===== config.mk =====
export PLATFORM = sky130hd
export DESIGN_NAME = float_adder_scheduler
export DESIGN_NICKNAME = d
export VERILOG_FILES = /design/src/rtl/float_adder_scheduler.sv
export SDC_FILE = /design/constraint.sdc
export NUM_CORES = 1
export LEC_CHECK = 0
export CAP_MARGIN = 15
export CORE_UTILIZATION = 38
export DETAILED_ROUTE_END_ITERATION = 7
export PLACE_DENSITY = 0.76
export SYNTH_ARGS = -nofsm -noshare
export SYNTH_HDL_FRONTEND = slang
export SYNTH_SLANG_ARGS = --single-unit

===== constraint.sdc =====
create_clock -name clock -period 1.93 [get_ports clock]
set_input_delay 0.386 -clock clock [delete_from_list [all_inputs] [get_ports clock]]
set_output_delay 0.386 -clock clock [all_outputs]
set_load 0.01 [all_outputs]

===== src/rtl/float_adder_scheduler.sv =====
// float_adder_scheduler: round-robin sharing of one external E4M3 adder among NUM_REQ requesters.
// Define FADD_SCHED_TIMEOUT_EN to bound WAIT; expiry returns rsp_y=0 with rsp_error=1.
module float_adder_scheduler #(
   parameter int NUM_REQ        = 4,
   parameter int ID_W           = 2,
   parameter int TIMEOUT_CYCLES = 16
) (
   input  logic                 clock,
   input  logic                 reset,
   input  logic [NUM_REQ-1:0]   req_valid,
   output logic [NUM_REQ-1:0]   req_ready,
   input  logic [8*NUM_REQ-1:0] req_a,
   input  logic [8*NUM_REQ-1:0] req_b,
   output logic                 rsp_valid,
   input  logic                 rsp_ready,
   output logic [7:0]           rsp_y,
   output logic [ID_W-1:0]      rsp_id,
   output logic                 rsp_error,
   output logic [7:0]           adder_a,
   output logic [7:0]           adder_b,
   output logic                 adder_reset,
   input  logic [7:0]           adder_y,
   input  logic                 adder_valid
);
   typedef enum logic [1:0] {S_IDLE, S_LAUNCH, S_WAIT, S_RESP} state_t;
   state_t          r_state;
   logic [ID_W-1:0] r_ptr, r_id, r_rsp_id, w_gnt;
   logic [7:0]      r_a, r_b, r_y, w_a, w_b;
   logic            r_rsp_valid, r_err, w_any, w_expire;
   // Pass 0 scans requesters at or below the pointer, pass 1 those above it; later hits win,
   // so the lowest index above the pointer has top priority, then wrap to the lowest index.
   always_comb begin
      w_any = 1'b0;
      w_gnt = '0;
      w_a   = '0;
      w_b   = '0;
      for (int p = 0; p < 2; p++)
         for (int i = NUM_REQ - 1; i >= 0; i--)
            if (req_valid[i] && ((i > int'(r_ptr)) == (p == 1))) begin
               w_any = 1'b1;
               w_gnt = ID_W'(i);
               w_a   = req_a[8*i +: 8];
               w_b   = req_b[8*i +: 8];
            end
   end
   assign req_ready   = (r_state == S_IDLE && w_any) ? NUM_REQ'(1) << w_gnt : '0;
   assign adder_reset = r_state != S_WAIT;
   assign adder_a     = r_a;
   assign adder_b     = r_b;
   assign rsp_valid   = r_rsp_valid;
   assign rsp_y       = r_y;
   assign rsp_id      = r_rsp_id;
   assign rsp_error   = r_err;
`ifdef FADD_SCHED_TIMEOUT_EN
   localparam int CW = $clog2(TIMEOUT_CYCLES + 1);
   logic [CW-1:0] r_cnt;
   assign w_expire = r_cnt == CW'(TIMEOUT_CYCLES - 1);
   always_ff @(posedge clock)
      if (reset || r_state != S_WAIT) r_cnt <= '0;
      else if (!w_expire) r_cnt <= r_cnt + 1'b1;
`else
   assign w_expire = 1'b0;
`endif
   always_ff @(posedge clock) begin
      if (reset) begin
         r_state     <= S_IDLE;
         r_ptr       <= ID_W'(NUM_REQ - 1);
         r_id        <= '0;
         r_a         <= '0;
         r_b         <= '0;
         r_rsp_valid <= 1'b0;
         r_y         <= '0;
         r_rsp_id    <= '0;
         r_err       <= 1'b0;
      end else begin
         case (r_state)
            S_IDLE:
               if (w_any) begin
                  r_a     <= w_a;
                  r_b     <= w_b;
                  r_id    <= w_gnt;
                  r_ptr   <= w_gnt;
                  r_state <= S_LAUNCH;
               end
            S_LAUNCH: r_state <= S_WAIT;
            S_WAIT:
               if (adder_valid || w_expire) begin
                  r_y         <= adder_valid ? adder_y : 8'h00;
                  r_err       <= !adder_valid;
                  r_rsp_id    <= r_id;
                  r_rsp_valid <= 1'b1;
                  r_state     <= S_RESP;
               end
            default:
               if (rsp_ready) begin
                  r_rsp_valid <= 1'b0;
                  r_err       <= 1'b0;
                  r_state     <= S_IDLE;
               end
         endcase
      end
   end
endmodule

==> flow_summary.ini <==
[power]
p_leak_nw = 1.68
p_int_w = 0.00296
clockPowerShare = 0.140
power.switching_w = 0.00197
p_comb_frac = 0.633
vdd_ir_drop_max_uv = 767
power_w = 0.00493
power_density_mw_per_mm2 = 1160
seqPwrFrac = 0.227
swShare = 0.400

[drt]
viasPerCell = 5.86
wl_um = 9610
drt_pass1_iterations = 5
vias = 3284
ant_nets = 0
drc = 0
drtIter0Drc = 200
wl_per_cell_um = 17.2

[place]
dpl_worst_slack_ns = -0.852
routabilityCongestion = 0.835
dp.cells = 541
dpl.hpwl_um = 6550
io_buffers = 112

[clock_tree]
clock_sinks = 34
cts_made_buffers = 5
hold_buffers = 0
cts_tree = yes
clkTransAtPathRegs_ns = 0.07
root_buffer = clkbuf_8
htreeDepth = 2
clk_latency_ns = 0.29
clock_path_buffers = 2

[synthesis]
synth_edf_count = 0
syn_inst = 330
ys_seq_elements = 34
yosysSeqAreaShare = 0.278
yosys_warnings = 0
ys.flop_type = dfxtp_1
synth_area_leader_cell = dfxtp_1
async_flop_share = 0
synthTopCellsByArea = dfxtp_1 (28%), a21oi_1 (8.0%), nand2_1 (6.4%)
yosysMostFrequentCell = nand2_1
ys_types = 43
yosys-top-cells-count = nand2_1 (42), a21oi_1 (39), dfxtp_1 (34)
synth_nets = 414
synth_top_area_frac = 0.278
syn_avg_cell_area_um2 = 7.43
synth_area_mm2 = 0.00245

[critical_path]
endpoint = req_ready[0]
required_ns = 1.54
r2r_start = r_ptr[1]
cp_max_fo = 3
r2r_cells = 8
r2r_setup_slack_ns = 0.07
cp-start-kind = flop
critPathArrivalTime_ns = 1.66
reg2reg_to = adder_a[4]
critical_path_class = reg2out
critPathLaunch = r_state[1]
endpoint_kind = output pin

[timing]
setup_slack_ns = -0.117
rsz0062_at_grt = yes
hold_viol = 0
final.setup.tns_ns = -0.223
slew_headroom = 0.604
tightest_slew_ns = 0.591
clock_skew_ns = 0.00555
final.min_clock_period_ns = 2.05
timing.fmax_ghz = 0.488
setup_viol = 3
post-route-period-util = 1.06
finalMaxSlewViolations = 0

[floorplanning]
die_w_um = 82.3
die_area_mm2 = 0.00678
dieHeight_um = 82.3
initial_core_util = 0.404
io_pins = 113
coreArea_mm2 = 0.00606
row_count = 28

[run_status]
violations = negative setup slack
status = finished, violations left

[grt]
grt_start_max_net_pins = 20
grt_pass1_wl_um = 14400
antenna_found_initial = 0
grt_pass1_vias = 3074
track_usage = 0.278
grt_overflow = 0

[finish]
area_growth_pct = 73.8
antennaDiodeCount = 0
layout-drive-gt1-share = 0.227
multi_input_area_mm2 = 0.00173
regArea_um2 = 691
fillers = 483
instances_no_fill = 560
nets = 569

[job]
max-cap-violations = 0

[worst_hold_path]
min_path_type = reg2reg
-- routing by layer --
metal	routed length, um	vias to the layer above	global-route usage	part of all wire
met5	0	-	0	0
li1	-	1528	-	-
met2	4680	174	0.476	0.49
met1	3900	1552	0.342	0.41
met3	787	30	0.0527	0.082
met4	242	0	0.111	0.025
-- per-stage QoR --
| stage | area (um2) | hold slack (ns) | utilization |
|---|---|---|---|
| final | 4260 | 0.456 | 0.703 |
| after global routing | 4260 | 0.467 | 0.703 |
| after CTS | 4150 | 0.457 | 0.685 |
| after detailed placement | 4000 | 0.447 | 0.660 |
| after global placement | 4000 | 0.442 | 0.660 |
| after floorplan | 2510 | 0.432 | - |
-- registers in the layout, summed over array words and instances (netlist names) --
signal / cells
r_id: 2
rsp_error: 1
rsp_valid: 1
rsp_id: 2
rsp_y: 8
r_ptr: 2
adder_a: 8
adder_b: 8
r_state: 2
-- power groups by stage --
stage / Clock [W] / Sequential (W) / Combinational [W]
final: 0.000688 / 0.00112 / 0.00312
after floorplan: 0 / 0.00116 / 0.00153
after CTS: 0.000696 / 0.00111 / 0.00293
after detailed placement: 0 / 0.00111 / 0.00286
after global placement: 0 / 0.00110 / 0.00280
after global routing: 0.000729 / 0.00115 / 0.00335
-- critical path, stage by stage, from the launching register on --
cell and delay [ns]:
dfxtp_2 0.33, inv_2 0.07, ha_4 0.13, o41a_1 0.19
buf_4 0.15, nand2_4 0.05, nor4_4 0.28, buf_2 0.17
-- worst min-delay path by stage --
stage | slack (ns) | cells past startpoint | startpoint | end
floorplan | 0.43 | 2 | r_id[1] | rsp_id[1]
global placement | 0.44 | 2 | r_id[1] | rsp_id[1]
detailed placement | 0.45 | 2 | rsp_y[4] | rsp_y[4]
CTS | 0.46 | 2 | rsp_y[4] | rsp_y[4]
global route | 0.47 | 2 | rsp_y[4] | rsp_y[4]
finish | 0.46 | 2 | rsp_y[4] | rsp_y[4]
-- layout by cell type (no fill, tap or decap), types with 6 or more instances in the layout --
master	instances
clkbuf_8	6
nor2_1	26
a221oi_1	8
a22o_1	8
buf_4	58
dfxtp_1	30
a211oi_2	8
a221o_1	8
or3_1	8
nand2_1	40
o21ai_0	24
nor3_1	18
a21o_1	8
buf_6	6
nand3b_1	9
a22oi_1	9
nor2b_1	11
clkdlybuf4s50_1	103
a21oi_1	38
-- logic make-up (layout without fill, tap and decap cells) --
family                     after synthesis  in the layout  synth area share
muxes                                    1              1           0.00408
AOI/OAI and AO/OA                      127            127             0.374
DFF                                     34             34             0.278
adders and majority gates                4              4            0.0204
buffers and inverters                   33            188            0.0623
and+or+nand+nor                        131            131             0.262
-- area by class of cell --
cell class | instances | area share
Inverter | 6 | 0.00529
Timing Repair Buffer | 175 | 0.379
Tap cell | 75 | 0.0220
Sequential cell | 34 | 0.162
Clock buffer | 6 | 0.0194
Clock inverter | 1 | 0.00705
Multi-Input combinational cell | 263 | 0.406
-- what timing repair did --
action,in CTS,in global routing
setup endpoints to repair,22,20
resized for setup,36,24
gates cloned,1,0
pin swaps,12,9
setup buffers,4,8
Power figures use the tool's default switching activity.
==> patch, RTL diff (same settings) <==
Build with the macro `FADD_SCHED_TIMEOUT_EN` defined.
--- a/src/rtl/float_adder_scheduler.sv
+++ b/src/rtl/float_adder_scheduler.sv
@@ -1,5 +1,7 @@
 // float_adder_scheduler: round-robin sharing of one external E4M3 adder among NUM_REQ requesters.
 // Define FADD_SCHED_TIMEOUT_EN to bound WAIT; expiry returns rsp_y=0 with rsp_error=1.
+`define FADD_SCHED_TIMEOUT_EN
+
 module float_adder_scheduler #(
    parameter int NUM_REQ        = 4,
    parameter int ID_W           = 2,
Formal check against the unedited RTL: no difference found for any inputs over 10 cycles, from zero or initial values and one cycle with reset high; that may be too few to reach the edited logic, so the function may still have changed.
==> patch against the original RTL <==
- the run ends with DRC, setup timing left
- wire length decreased by 9.1%
- critical path depth unchanged
- global-route usage decreased by 3.6 points
- first-iteration DRC count decreased by 16%
- worst setup slack improved by 0.072 ns
- final area increased by 0.23%
- clock skew increased by 0.0015 ns
- synthesized cell count increased by 1.2%
- power decreased by 11%
- count of clock-buffer cells in the layout decreased by 1
- sequential cell count increased by 5
- area after synthesis increased by 6.6%
- largest cell class unchanged
- highest routed layer unchanged
==> patch: results (changes against the original RTL) <==
Result of the run: finished, violations left (unchanged). Violated checks: DRC, setup timing (was setup timing). The clock latency on the worst-skew pair came out at 0.29 ns (about the same). The initial antenna violation count is 0 (unchanged). The cell internal power dissipation came out at 2650 uW (was 2960 uW). The post-placement worst setup slack is -0.836 ns (was -0.852 ns). The yosys synthesis warning count is 0 (unchanged). The average routed wire per standard cell came to 16.1 um (was 17.2 um). The final weighted congestion in routability-driven placement is 0.815 (was 0.835). The number of antenna repair diodes came to 0 (unchanged). The worst IR drop on VDD came out at 0.557 mV (was 0.767 mV). The endpoint arrival time on the critical path is 1.59 ns (was 1.66 ns). The total leakage power came out at 0.00166 uW (was 0.00168 uW).

The final setup TNS is -0.0541 ns (was -0.223 ns). The instance area at placement is 0.00398 mm^2 (was 0.00400 mm^2). The CTS H-tree depth came to 2 (unchanged). The clock root buffer master was sky130_fd_sc_hd__clkbuf_8 (unchanged). The total number of vias came out at 3,057 (was 3,284). The worst-margin pin slew is 0.406 ns (was 0.591 ns). The final-report setup violation count came out at 2 (was 3). The number of nets in the layout came out at 550 (was 569). The proportion of layout cells with a drive suffix above 1 came to 21.5% (was 22.7%).

The net count of the mapped netlist came out at 420 (was 414). The number of buffers inserted by port buffering came out at 112 (unchanged). The number of buffers on the longest clock path came to 2 (unchanged). The proportion of synthesized flip-flops having asynchronous set or reset came to 0% (unchanged).

Top cells by instance count after synthesis: sky130_fd_sc_hd__dfxtp_1, sky130_fd_sc_hd__nand2_1, sky130_fd_sc_hd__nor2_1, sky130_fd_sc_hd__a21oi_1, sky130_fd_sc_hd__inv_1 (was sky130_fd_sc_hd__nand2_1, sky130_fd_sc_hd__a21oi_1, sky130_fd_sc_hd__dfxtp_1, sky130_fd_sc_hd__nor2_1, sky130_fd_sc_hd__o21ai_0). The prevailing post-synth register cell was sky130_fd_sc_hd__dfxtp_1 (unchanged). The HPWL after detailed placement came out at 6210 um (was 6550 um).

The pin count of the biggest net entering global routing came to 35 (was 20). The final setup skew is 0.00702 ns (was 0.00555 ns). The total global routing track utilization came out at 24.2% (was 27.8%). The length of the first detailed-routing pass in iterations was 6 (was 5). The post-route worst setup slack came out at -0.0452 ns (was -0.117 ns). The clock-pin transition on the worst setup and hold timing paths came out at 0.08 ns. The wire length of the first global-routing pass is 14,100 um (was 14,400 um). The count of cell types in the netlist is 38 (was 43). Biggest area contributors in the synthesized netlist: sky130_fd_sc_hd__dfxtp_1, sky130_fd_sc_hd__o32ai_2, sky130_fd_sc_hd__nand2_1 (was sky130_fd_sc_hd__dfxtp_1, sky130_fd_sc_hd__a21oi_1, sky130_fd_sc_hd__nand2_1). The total CTS buffers is 5 (unchanged). The portion of the post-synthesis area used by sequential elements came to 29.9% (was 27.8%). The largest fanout on the critical path is 4 (was 3).

The violation count after the first detailed-routing iteration is 168 (was 200). The class of the tightest hold or removal check is input pin to flop (was flop to flop). The remaining design rule violation count is 3 (was 0).
==> patch: power by group through the flow <==
stage                     clock, uW  sequential (uW)  combinational [uW]
after floorplan                   0             1250                1280
after global placement            0             1190                2360
after detailed placement          0             1190                2420
after CTS                       586             1190                2560
after global routing            617             1240                2850
final                           568             1210                2630
==> patch: cell families (layout without fill, tap and decap cells) <==
family	count (synthesis)	count (layout)	synth area share [%]
simple gates	103	103	17.9
buf+inv	53	184	8.81
compound gates	126	126	38.0
fa+ha+maj	6	6	2.87
xor+xnor	3	3	1.01
flops	39	39	29.9
mux	4	4	1.53
==> patch: final timing paths <==
path                                               from                      end  slack [ns]  depth (start not counted)
worst max register to register  r_state[1]$_SDFFE_PP0P_  adder_b[1]$_SDFFE_PP0P_        0.13                          6
worst min-delay path                              reset   rsp_error$_SDFFE_PP0P_        0.48                          2
worst min register to register     r_id[1]$_SDFFE_PP0P_     r_id[1]$_SDFFE_PP0P_        0.48                          2
worst max-delay path                       req_valid[1]             req_ready[0]       -0.05                          7
==> patch: per-layer routing <==
layer  track usage (%)  up-vias  routed length, um
li1                  -     1477                  -
met1              30.0     1437               3790
met2              40.6      127               4250
met3              5.54       16                541
met4              10.3        0                158
met5                 0        -                  0
==> patch: metrics by stage <==
stage	utilization, %	std cells	total power [uW]
4_1_cts	64.6	541	4340
2_1_floorplan	-	334	2520
5_1_grt	65.7	542	4700
3_5_place_dp	61.3	524	3610
3_3_place_gp	61.3	524	3550
6_report	65.7	542	4410
==> patch: critical path, cell delays in order <==
cell	delay [ns]
sky130_fd_sc_hd__clkdlybuf4s15_2	0.25
sky130_fd_sc_hd__a21oi_4	0.18
sky130_fd_sc_hd__a2bb2oi_2	0.21
sky130_fd_sc_hd__o22ai_4	0.11
sky130_fd_sc_hd__buf_6	0.13
sky130_fd_sc_hd__nor3_2	0.16
sky130_fd_sc_hd__buf_2	0.15
==> patch: timing repair <==
| item | CTS | global route |
|---|---|---|
| setup endpoints to repair | 20 | 21 |
| pin swaps | 12 | 7 |
| buffers inserted | 10 | 2 |
| gates resized for setup | 48 | 17 |
==> patch: area by class of cell <==
class	count	area (um^2)
well taps	77	96.3
multi-input cells	242	1720
repair buffers	154	1490
clock inverters	3	20.0
flip-flops and latches	39	790
fillers	521	2220
inverters	22	82.6
clock buffers	5	68.8
